File: config.mk
export PLATFORM = sky130hd
export DESIGN_NAME = psum_out_stream_packer_flat
export DESIGN_NICKNAME = d
export VERILOG_FILES = /design/src/rtl/psum_out_stream_packer_if.sv /design/src/rtl/psum_out_stream_packer.sv /design/src/flat_wrapper.sv
export SDC_FILE = /design/constraint.sdc
export NUM_CORES = 1
export LEC_CHECK = 0
export BUFFER_PORTS_ARGS = -buffer_cell sky130_fd_sc_hd__buf_2
export CAP_MARGIN = 20
export CORE_MARGIN = 2
export CORE_UTILIZATION = 30
export CTS_CLUSTER_SIZE = 40
export DETAILED_ROUTE_END_ITERATION = 16
export PLACE_DENSITY = 0.49
export REMOVE_ABC_BUFFERS = 1
export SLEW_MARGIN = 10
export SYNTH_ARGS = -nofsm -noshare
export SYNTH_HDL_FRONTEND = slang
export SYNTH_SLANG_ARGS = --single-unit
File: constraint.sdc
create_clock -name clk -period 5.19 [get_ports clk]
set_input_delay 0.519 -clock clk [delete_from_list [all_inputs] [get_ports clk]]
set_output_delay 0.519 -clock clk [all_outputs]
set_load 0.005 [all_outputs]
File: src/rtl/psum_out_stream_packer_if.sv
// Beat input and AXI-Stream output bundle of psum_out_stream_packer.
// master = packer side, slave = upstream serialiser / downstream DMA side.
interface psum_out_stream_packer_if #(
    parameter int TDATA_W = 32,
    parameter int IN_W    = 1,
    parameter int USER_W  = 6
);
    logic               in_valid;
    logic               in_ready;
    logic [IN_W-1:0]    in_data;
    logic               m_axis_tvalid;
    logic               m_axis_tready;
    logic [TDATA_W-1:0] m_axis_tdata;
    logic               m_axis_tlast;
    logic [USER_W-1:0]  m_axis_tuser;

    modport master (
        input  in_valid, in_data, m_axis_tready,
        output in_ready, m_axis_tvalid, m_axis_tdata, m_axis_tlast, m_axis_tuser
    );
    modport slave (
        output in_valid, in_data, m_axis_tready,
        input  in_ready, m_axis_tvalid, m_axis_tdata, m_axis_tlast, m_axis_tuser
    );
endinterface

File: src/rtl/psum_out_stream_packer.sv
// Packs IN_WIDTH-bit psum beats into AXI-Stream words through a small output FIFO,
// with partial-word flush on layer_finish. Optional stall counter: PSUM_PACK_STALL_CNT_EN.
module psum_out_stream_packer #(
    parameter int C_M_AXIS_TDATA_WIDTH = 32,
    parameter int IN_WIDTH             = 1,
    parameter int FIFO_DEPTH           = 4
) (
    input  logic                    clk,
    input  logic                    rst_n,
    input  logic [1:0]              operation,
    input  logic                    layer_finish,
    psum_out_stream_packer_if.master bus,
    output logic                    layer_done
`ifdef PSUM_PACK_STALL_CNT_EN
    ,
    output logic [31:0]             stall_cnt
`endif
);
    localparam int LANES   = C_M_AXIS_TDATA_WIDTH / IN_WIDTH;
    localparam int USER_W  = $clog2(LANES + 1);
    localparam int PTR_W   = (LANES > 1) ? $clog2(LANES) : 1;
    localparam int AW      = $clog2(FIFO_DEPTH);
    localparam int ENTRY_W = 1 + USER_W + C_M_AXIS_TDATA_WIDTH;
    localparam logic [PTR_W-1:0] LAST_LANE = PTR_W'(LANES - 1);
    localparam logic [AW:0]      DEPTH_CNT = (AW + 1)'(FIFO_DEPTH);

    typedef enum logic {ST_PACK, ST_FLUSH_WAIT} state_t;

    state_t                          r_state;
    state_t                          w_state_next;
    logic                            r_run;
    logic [PTR_W-1:0]                r_lane_ptr;
    logic [C_M_AXIS_TDATA_WIDTH-1:0] r_asm;
    logic [ENTRY_W-1:0]              r_pend;
    logic [ENTRY_W-1:0]              r_fifo [FIFO_DEPTH];
    logic [AW-1:0]                   r_wr_ptr;
    logic [AW-1:0]                   r_rd_ptr;
    logic [AW:0]                     r_count;
    logic                            r_layer_done;

    logic                            w_accept;
    logic                            w_pop;
    logic                            w_space;
    logic                            w_push;
    logic                            w_hold_pend;
    logic                            w_done_nopush;
    logic [C_M_AXIS_TDATA_WIDTH-1:0] w_asm_new;
    logic [C_M_AXIS_TDATA_WIDTH-1:0] w_flush_data;
    logic [USER_W-1:0]               w_filled;
    logic [ENTRY_W-1:0]              w_flush_entry;
    logic [ENTRY_W-1:0]              w_push_entry;
    logic [ENTRY_W-1:0]              w_head;

    assign bus.in_ready = r_run && (r_state == ST_PACK) && (r_count < DEPTH_CNT);
    assign w_accept     = bus.in_valid && bus.in_ready;

    // Assembly with the incoming beat merged in; a lane-0 write starts a fresh word.
    always_comb begin
        w_asm_new = (r_lane_ptr == '0) ? '0 : r_asm;
        for (int l = 0; l < LANES; l++) begin
            if (r_lane_ptr == PTR_W'(l)) begin
                w_asm_new[l*IN_WIDTH +: IN_WIDTH] = bus.in_data;
            end
        end
    end

    assign w_filled      = USER_W'(r_lane_ptr) + USER_W'(w_accept);
    assign w_flush_data  = w_accept ? w_asm_new : ((r_lane_ptr == '0) ? '0 : r_asm);
    assign w_flush_entry = {1'b1, w_filled, w_flush_data};

    assign w_head             = r_fifo[r_rd_ptr];
    assign bus.m_axis_tvalid  = (r_count != '0);
    assign {bus.m_axis_tlast, bus.m_axis_tuser, bus.m_axis_tdata} =
        bus.m_axis_tvalid ? w_head : '0;
    assign w_pop   = bus.m_axis_tvalid && bus.m_axis_tready;
    assign w_space = (r_count < DEPTH_CNT) || w_pop;

    always_comb begin
        w_state_next  = r_state;
        w_push        = 1'b0;
        w_push_entry  = r_pend;
        w_hold_pend   = 1'b0;
        w_done_nopush = 1'b0;
        case (r_state)
            ST_PACK: begin
                if (layer_finish) begin
                    if ((w_filled == '0) && (operation != 2'd0)) begin
                        w_done_nopush = 1'b1;
                    end else if (w_space) begin
                        w_push       = 1'b1;
                        w_push_entry = w_flush_entry;
                    end else begin
                        w_hold_pend  = 1'b1;
                        w_state_next = ST_FLUSH_WAIT;
                    end
                end else if (w_accept && (r_lane_ptr == LAST_LANE)) begin
                    w_push       = 1'b1;
                    w_push_entry = {1'b0, USER_W'(LANES), w_asm_new};
                end
            end
            ST_FLUSH_WAIT: begin
                if (w_space) begin
                    w_push       = 1'b1;
                    w_state_next = ST_PACK;
                end
            end
            default: w_state_next = ST_PACK;
        endcase
    end

    always_ff @(posedge clk or negedge rst_n) begin
        if (!rst_n) begin
            r_state      <= ST_PACK;
            r_run        <= 1'b0;
            r_lane_ptr   <= '0;
            r_asm        <= '0;
            r_wr_ptr     <= '0;
            r_rd_ptr     <= '0;
            r_count      <= '0;
            r_layer_done <= 1'b0;
        end else begin
            r_state <= w_state_next;
            r_run   <= 1'b1;
            if ((r_state == ST_PACK) && layer_finish) begin
                r_lane_ptr <= '0;
            end else if (w_accept) begin
                r_lane_ptr <= (r_lane_ptr == LAST_LANE) ? '0 : r_lane_ptr + 1'b1;
            end
            if (w_accept) begin
                r_asm <= w_asm_new;
            end
            if (w_push) begin
                r_wr_ptr <= r_wr_ptr + 1'b1;
            end
            if (w_pop) begin
                r_rd_ptr <= r_rd_ptr + 1'b1;
            end
            if (w_push && !w_pop) begin
                r_count <= r_count + 1'b1;
            end else if (!w_push && w_pop) begin
                r_count <= r_count - 1'b1;
            end
            r_layer_done <= (w_pop && w_head[ENTRY_W-1]) || w_done_nopush;
        end
    end

    // Payload storage carries no reset; validity is tracked by r_count and r_state.
    always_ff @(posedge clk) begin
        if (w_push) begin
            r_fifo[r_wr_ptr] <= w_push_entry;
        end
        if (w_hold_pend) begin
            r_pend <= w_flush_entry;
        end
    end

    assign layer_done = r_layer_done;

`ifdef PSUM_PACK_STALL_CNT_EN
    logic [31:0] r_stall_cnt;

    always_ff @(posedge clk or negedge rst_n) begin
        if (!rst_n) begin
            r_stall_cnt <= '0;
        end else if (r_layer_done) begin
            r_stall_cnt <= '0;
        end else if (bus.in_valid && !bus.in_ready && (r_stall_cnt != '1)) begin
            r_stall_cnt <= r_stall_cnt + 32'd1;
        end
    end

    assign stall_cnt = r_stall_cnt;
`endif

endmodule
File: src/flat_wrapper.sv
// flat-port wrapper written by rule: the top's interface ports become plain ports
module psum_out_stream_packer_flat 
#(
    parameter int C_M_AXIS_TDATA_WIDTH = 32,
    parameter int IN_WIDTH             = 1,
    parameter int FIFO_DEPTH           = 4
)
  (clk, rst_n, operation, layer_finish, layer_done, bus_in_valid, bus_in_data, bus_m_axis_tready, bus_in_ready, bus_m_axis_tvalid, bus_m_axis_tdata, bus_m_axis_tlast, bus_m_axis_tuser);
  psum_out_stream_packer_if bus_i ();
  input  logic clk;
  input  logic rst_n;
  input  logic [1:0] operation;
  input  logic layer_finish;
  output logic layer_done;
  input wire logic [$bits(bus_i.in_valid)-1:0] bus_in_valid;
  input wire logic [$bits(bus_i.in_data)-1:0] bus_in_data;
  input wire logic [$bits(bus_i.m_axis_tready)-1:0] bus_m_axis_tready;
  output wire logic [$bits(bus_i.in_ready)-1:0] bus_in_ready;
  output wire logic [$bits(bus_i.m_axis_tvalid)-1:0] bus_m_axis_tvalid;
  output wire logic [$bits(bus_i.m_axis_tdata)-1:0] bus_m_axis_tdata;
  output wire logic [$bits(bus_i.m_axis_tlast)-1:0] bus_m_axis_tlast;
  output wire logic [$bits(bus_i.m_axis_tuser)-1:0] bus_m_axis_tuser;
  assign bus_i.in_valid = bus_in_valid;
  assign bus_i.in_data = bus_in_data;
  assign bus_i.m_axis_tready = bus_m_axis_tready;
  assign bus_in_ready = bus_i.in_ready;
  assign bus_m_axis_tvalid = bus_i.m_axis_tvalid;
  assign bus_m_axis_tdata = bus_i.m_axis_tdata;
  assign bus_m_axis_tlast = bus_i.m_axis_tlast;
  assign bus_m_axis_tuser = bus_i.m_axis_tuser;
  psum_out_stream_packer #(.C_M_AXIS_TDATA_WIDTH(C_M_AXIS_TDATA_WIDTH), .IN_WIDTH(IN_WIDTH), .FIFO_DEPTH(FIFO_DEPTH)) u_core (.clk(clk), .rst_n(rst_n), .operation(operation), .layer_finish(layer_finish), .bus(bus_i), .layer_done(layer_done));
endmodule
==> results.yml <==
sta:
  drv_slew: 0
  tns_ps: 0
  rsz0062_at_grt: "no"
  worstMarginPinSlew_ps: 1100
  slew_headroom: 0.269
  finalCritPeriodShare: 0.744
  setup_viol: 0
  final-hold-violation-count: 0
  fin_skew_ps: 15.1
  period_minus_slack_ps: 3860
  fmax_mhz: 259
place:
  dp_hpwl_um: 17400
  io_buffers: 49
  dp_cells: 1398
  globalplace.congestion: 0.786
clock_network:
  clock_path_buffers: 3
  htree_levels: 1
  cts_hold_buf: 0
  post_cts_buffers: 0
  cts-root-buf: "clkbuf_16"
  cts_resized: 0
  cts_tree: "built"
  cts_inserted_buffers: 26
  clk_pin_slew_ps: 60
  insertion_delay_ps: 540
  cts_sinks: 241
layout:
  final_cell_mix: "edfxtp_1 (194), o21ai_0 (93), nand2_1 (86), buf_2 (49), dfrtp_1 (45)"
  stdcell_count: 1446
  final_common_cell: "edfxtp_1"
  fin_nets: 938
  antenna_cells: 0
  drive_gt1_frac: 0.180
  syn2layout_area_growth_pct: 14.7
min_path:
  min_path_type: "in -> async"
critical_path:
  slowest_stage: "dfrtp_1"
  crit_type: "reg -> reg"
  worstPathArrival_ps: 4280
  path_delay_family: "adder cells"
  path_max_fanout: 11
  worst-path-buf-inv: 3
  crit_path_end_kind: "flip-flop"
  path_cells: "nand4bb_1 > inv_1 > ha_1 > ha_1 > nor2_1 > nand4bb_4 > or3_1 > a221oi_4 > inv_1 > ha_1 > inv_1 > fa_1 > mux2_2"
  crit_required_ps: 5600
  cpPeakStageDelay_ps: 580
  start_kind: "flip-flop"
global_routing:
  overflow: 0
  track_usage: 0.146
  grt_first_pass_wirelength_um: 44800
  antenna_found_initial: 1
  grt_max_degree: 48
  grt_pass1_vias: 7408
synthesis:
  ys.flop_type: "edfxtp_1"
  synthCells: 888
  synth_warnings: 0
  synth_edf_count: 194
  synth.avg_cell_area_um2: 12.9
  yosysUniqueCellTypes: 66
  yosysSeqAreaShare: 0.611
  async_flop_share: 0.195
  syn_area_um2: 11500
  ys_ff_latch: 241
status:
  outcome: "finished, final reports clean"
die:
  io_pins: 50
  die_h_um: 200
  die_area_um2: 39800
  coreArea_um2: 37700
  rows: 71
  die_x_um: 200
  start_util: 0.304
power:
  powerDensity_nw_per_um2: 486
  leakagePower_nw: 4.57
  vdd_drop_max_mv: 0.270
detailed_routing:
  drtPass1Iterations: 5
  wire_per_inst_um: 19.7
  via_per_inst: 5.07
  num_vias: 7331
  ant_nets: 0
  drt_iter0_markers: 630
  wirelength_um: 28500
  drc: 0
flow_run:
  drv_cap: 0
## metrics by stage
step           hold slack, ps   util  cell area (um2)  setup slack [ps]  power, W
2_1_floorplan             223      -            11100              2.05   0.00378
3_3_place_gp              460  0.325            12300              1330   0.00453
3_5_place_dp              471  0.325            12300              1290   0.00456
4_1_cts                   127  0.349            13100              1290   0.00649
5_1_grt                   175  0.349            13200              1050   0.00676
6_report                  113  0.349            13200              1330   0.00639
## registers in the layout, summed over array words and instances (netlist names)
signal,count
u_core.r_lane_ptr,5
u_core.r_pend,38
u_core.r_fifo,156
u_core.layer_done,1
u_core.r_asm,32
u_core.r_rd_ptr,2
u_core.r_wr_ptr,2
u_core.r_run,1
u_core.r_count,3
u_core.r_state,1
## per-layer routing
layer,GRT usage,vias to the layer above,share of wire
li1,-,3452,-
met4,0.0318,2,0.017
met5,0,-,0.00046
met1,0.214,3658,0.49
met2,0.225,184,0.44
met3,0.0253,35,0.055
## synthesized netlist by cell type (all sizes together), types with 3 or more instances
master	number	area, um2
nand4	3	18.8
nor4bb	6	60.1
and2b	4	30.0
nor2b	7	43.8
dfrtp	47	1180
inv	18	67.6
a221oi	6	70.1
edfxtp	194	5830
a22o	5	43.8
nor3b	7	52.6
a22oi	3	22.5
and3	6	37.5
o31ai	6	45.0
nor3	6	30.0
xor2	3	33.8
nor2	41	154
nand3b	3	22.5
buf	21	136
xnor2	6	52.6
a32o	3	30.0
ha	13	163
a21o	3	22.5
o211ai	14	105
mux4	39	878
a211oi	3	22.5
o22ai	4	25.0
clkbuf	49	184
o21ai	94	482
and2	44	278
mux2	3	37.5
nand2b	6	37.5
a21oi	33	165
nand2	86	323
nand3	30	150
a221o	28	280
a31oi	15	93.8
## area by class of cell
| class | count | area, um2 |
|---|---|---|
| tap | 511 | 639 |
| clock buffer | 30 | 687 |
| inverter | 20 | 75.1 |
| clock inverter | 17 | 199 |
| sequential | 241 | 7000 |
| timing repair buffer | 70 | 465 |
| fill | 3739 | 24500 |
| multi-input combinational | 557 | 4090 |
## logic make-up (layout without fill, tap and decap cells)
family / Yosys count / count (layout) / share of synthesized area
simple gates: 261 / 261 / 0.118
compound gates: 228 / 228 / 0.131
fa+ha+maj: 14 / 14 / 0.0159
xor+xnor: 9 / 9 / 0.00753
flops: 241 / 241 / 0.611
buf+inv: 90 / 137 / 0.0345
other cells: 1 / 1 / 0.000327
mux: 44 / 44 / 0.0816
## worst register-to-register path: stages, from the launching register on
cell	delay [ps]
dfrtp_1	580
nand4bb_1	210
inv_1	70
ha_1	210
ha_1	340
nor2_1	190
nand4bb_4	140
or3_1	540
a221oi_4	430
inv_1	80
ha_1	230
inv_1	80
fa_1	380
mux2_2	260
## report_power, final
part	switching (W)	internal, W	leakage, nW
sequential	0.000125	0.00245	2.42
combinational	0.00105	0.000853	1.74
clock	0.000769	0.00115	0.412
## final timing paths
| kind | from | end | slack [ps] | depth (start not counted) |
|---|---|---|---|---|
| min reg2reg | u_core.r_asm[0]$_DFFE_PN0N_ | u_core.r_asm[0]$_DFFE_PN0N_ | 480 | 1 |
| max | u_core.r_state$_DFF_PN0_ | u_core.r_count[1]$_DFFE_PN0P_ | 1330 | 13 |
| min in group clk | bus_m_axis_tready | u_core.r_rd_ptr[1]$_DFFE_PN0P_ | 320 | 3 |
| max reg2reg | u_core.r_state$_DFF_PN0_ | u_core.r_count[1]$_DFFE_PN0P_ | 1330 | 13 |
| min | rst_n | u_core.layer_done$_DFF_PN0_ | 110 | 2 |
| max in group asynchronous | rst_n | u_core.r_rd_ptr[1]$_DFFE_PN0P_ | 4580 | 2 |
No activity file was read; power rests on OpenSTA's default activity.
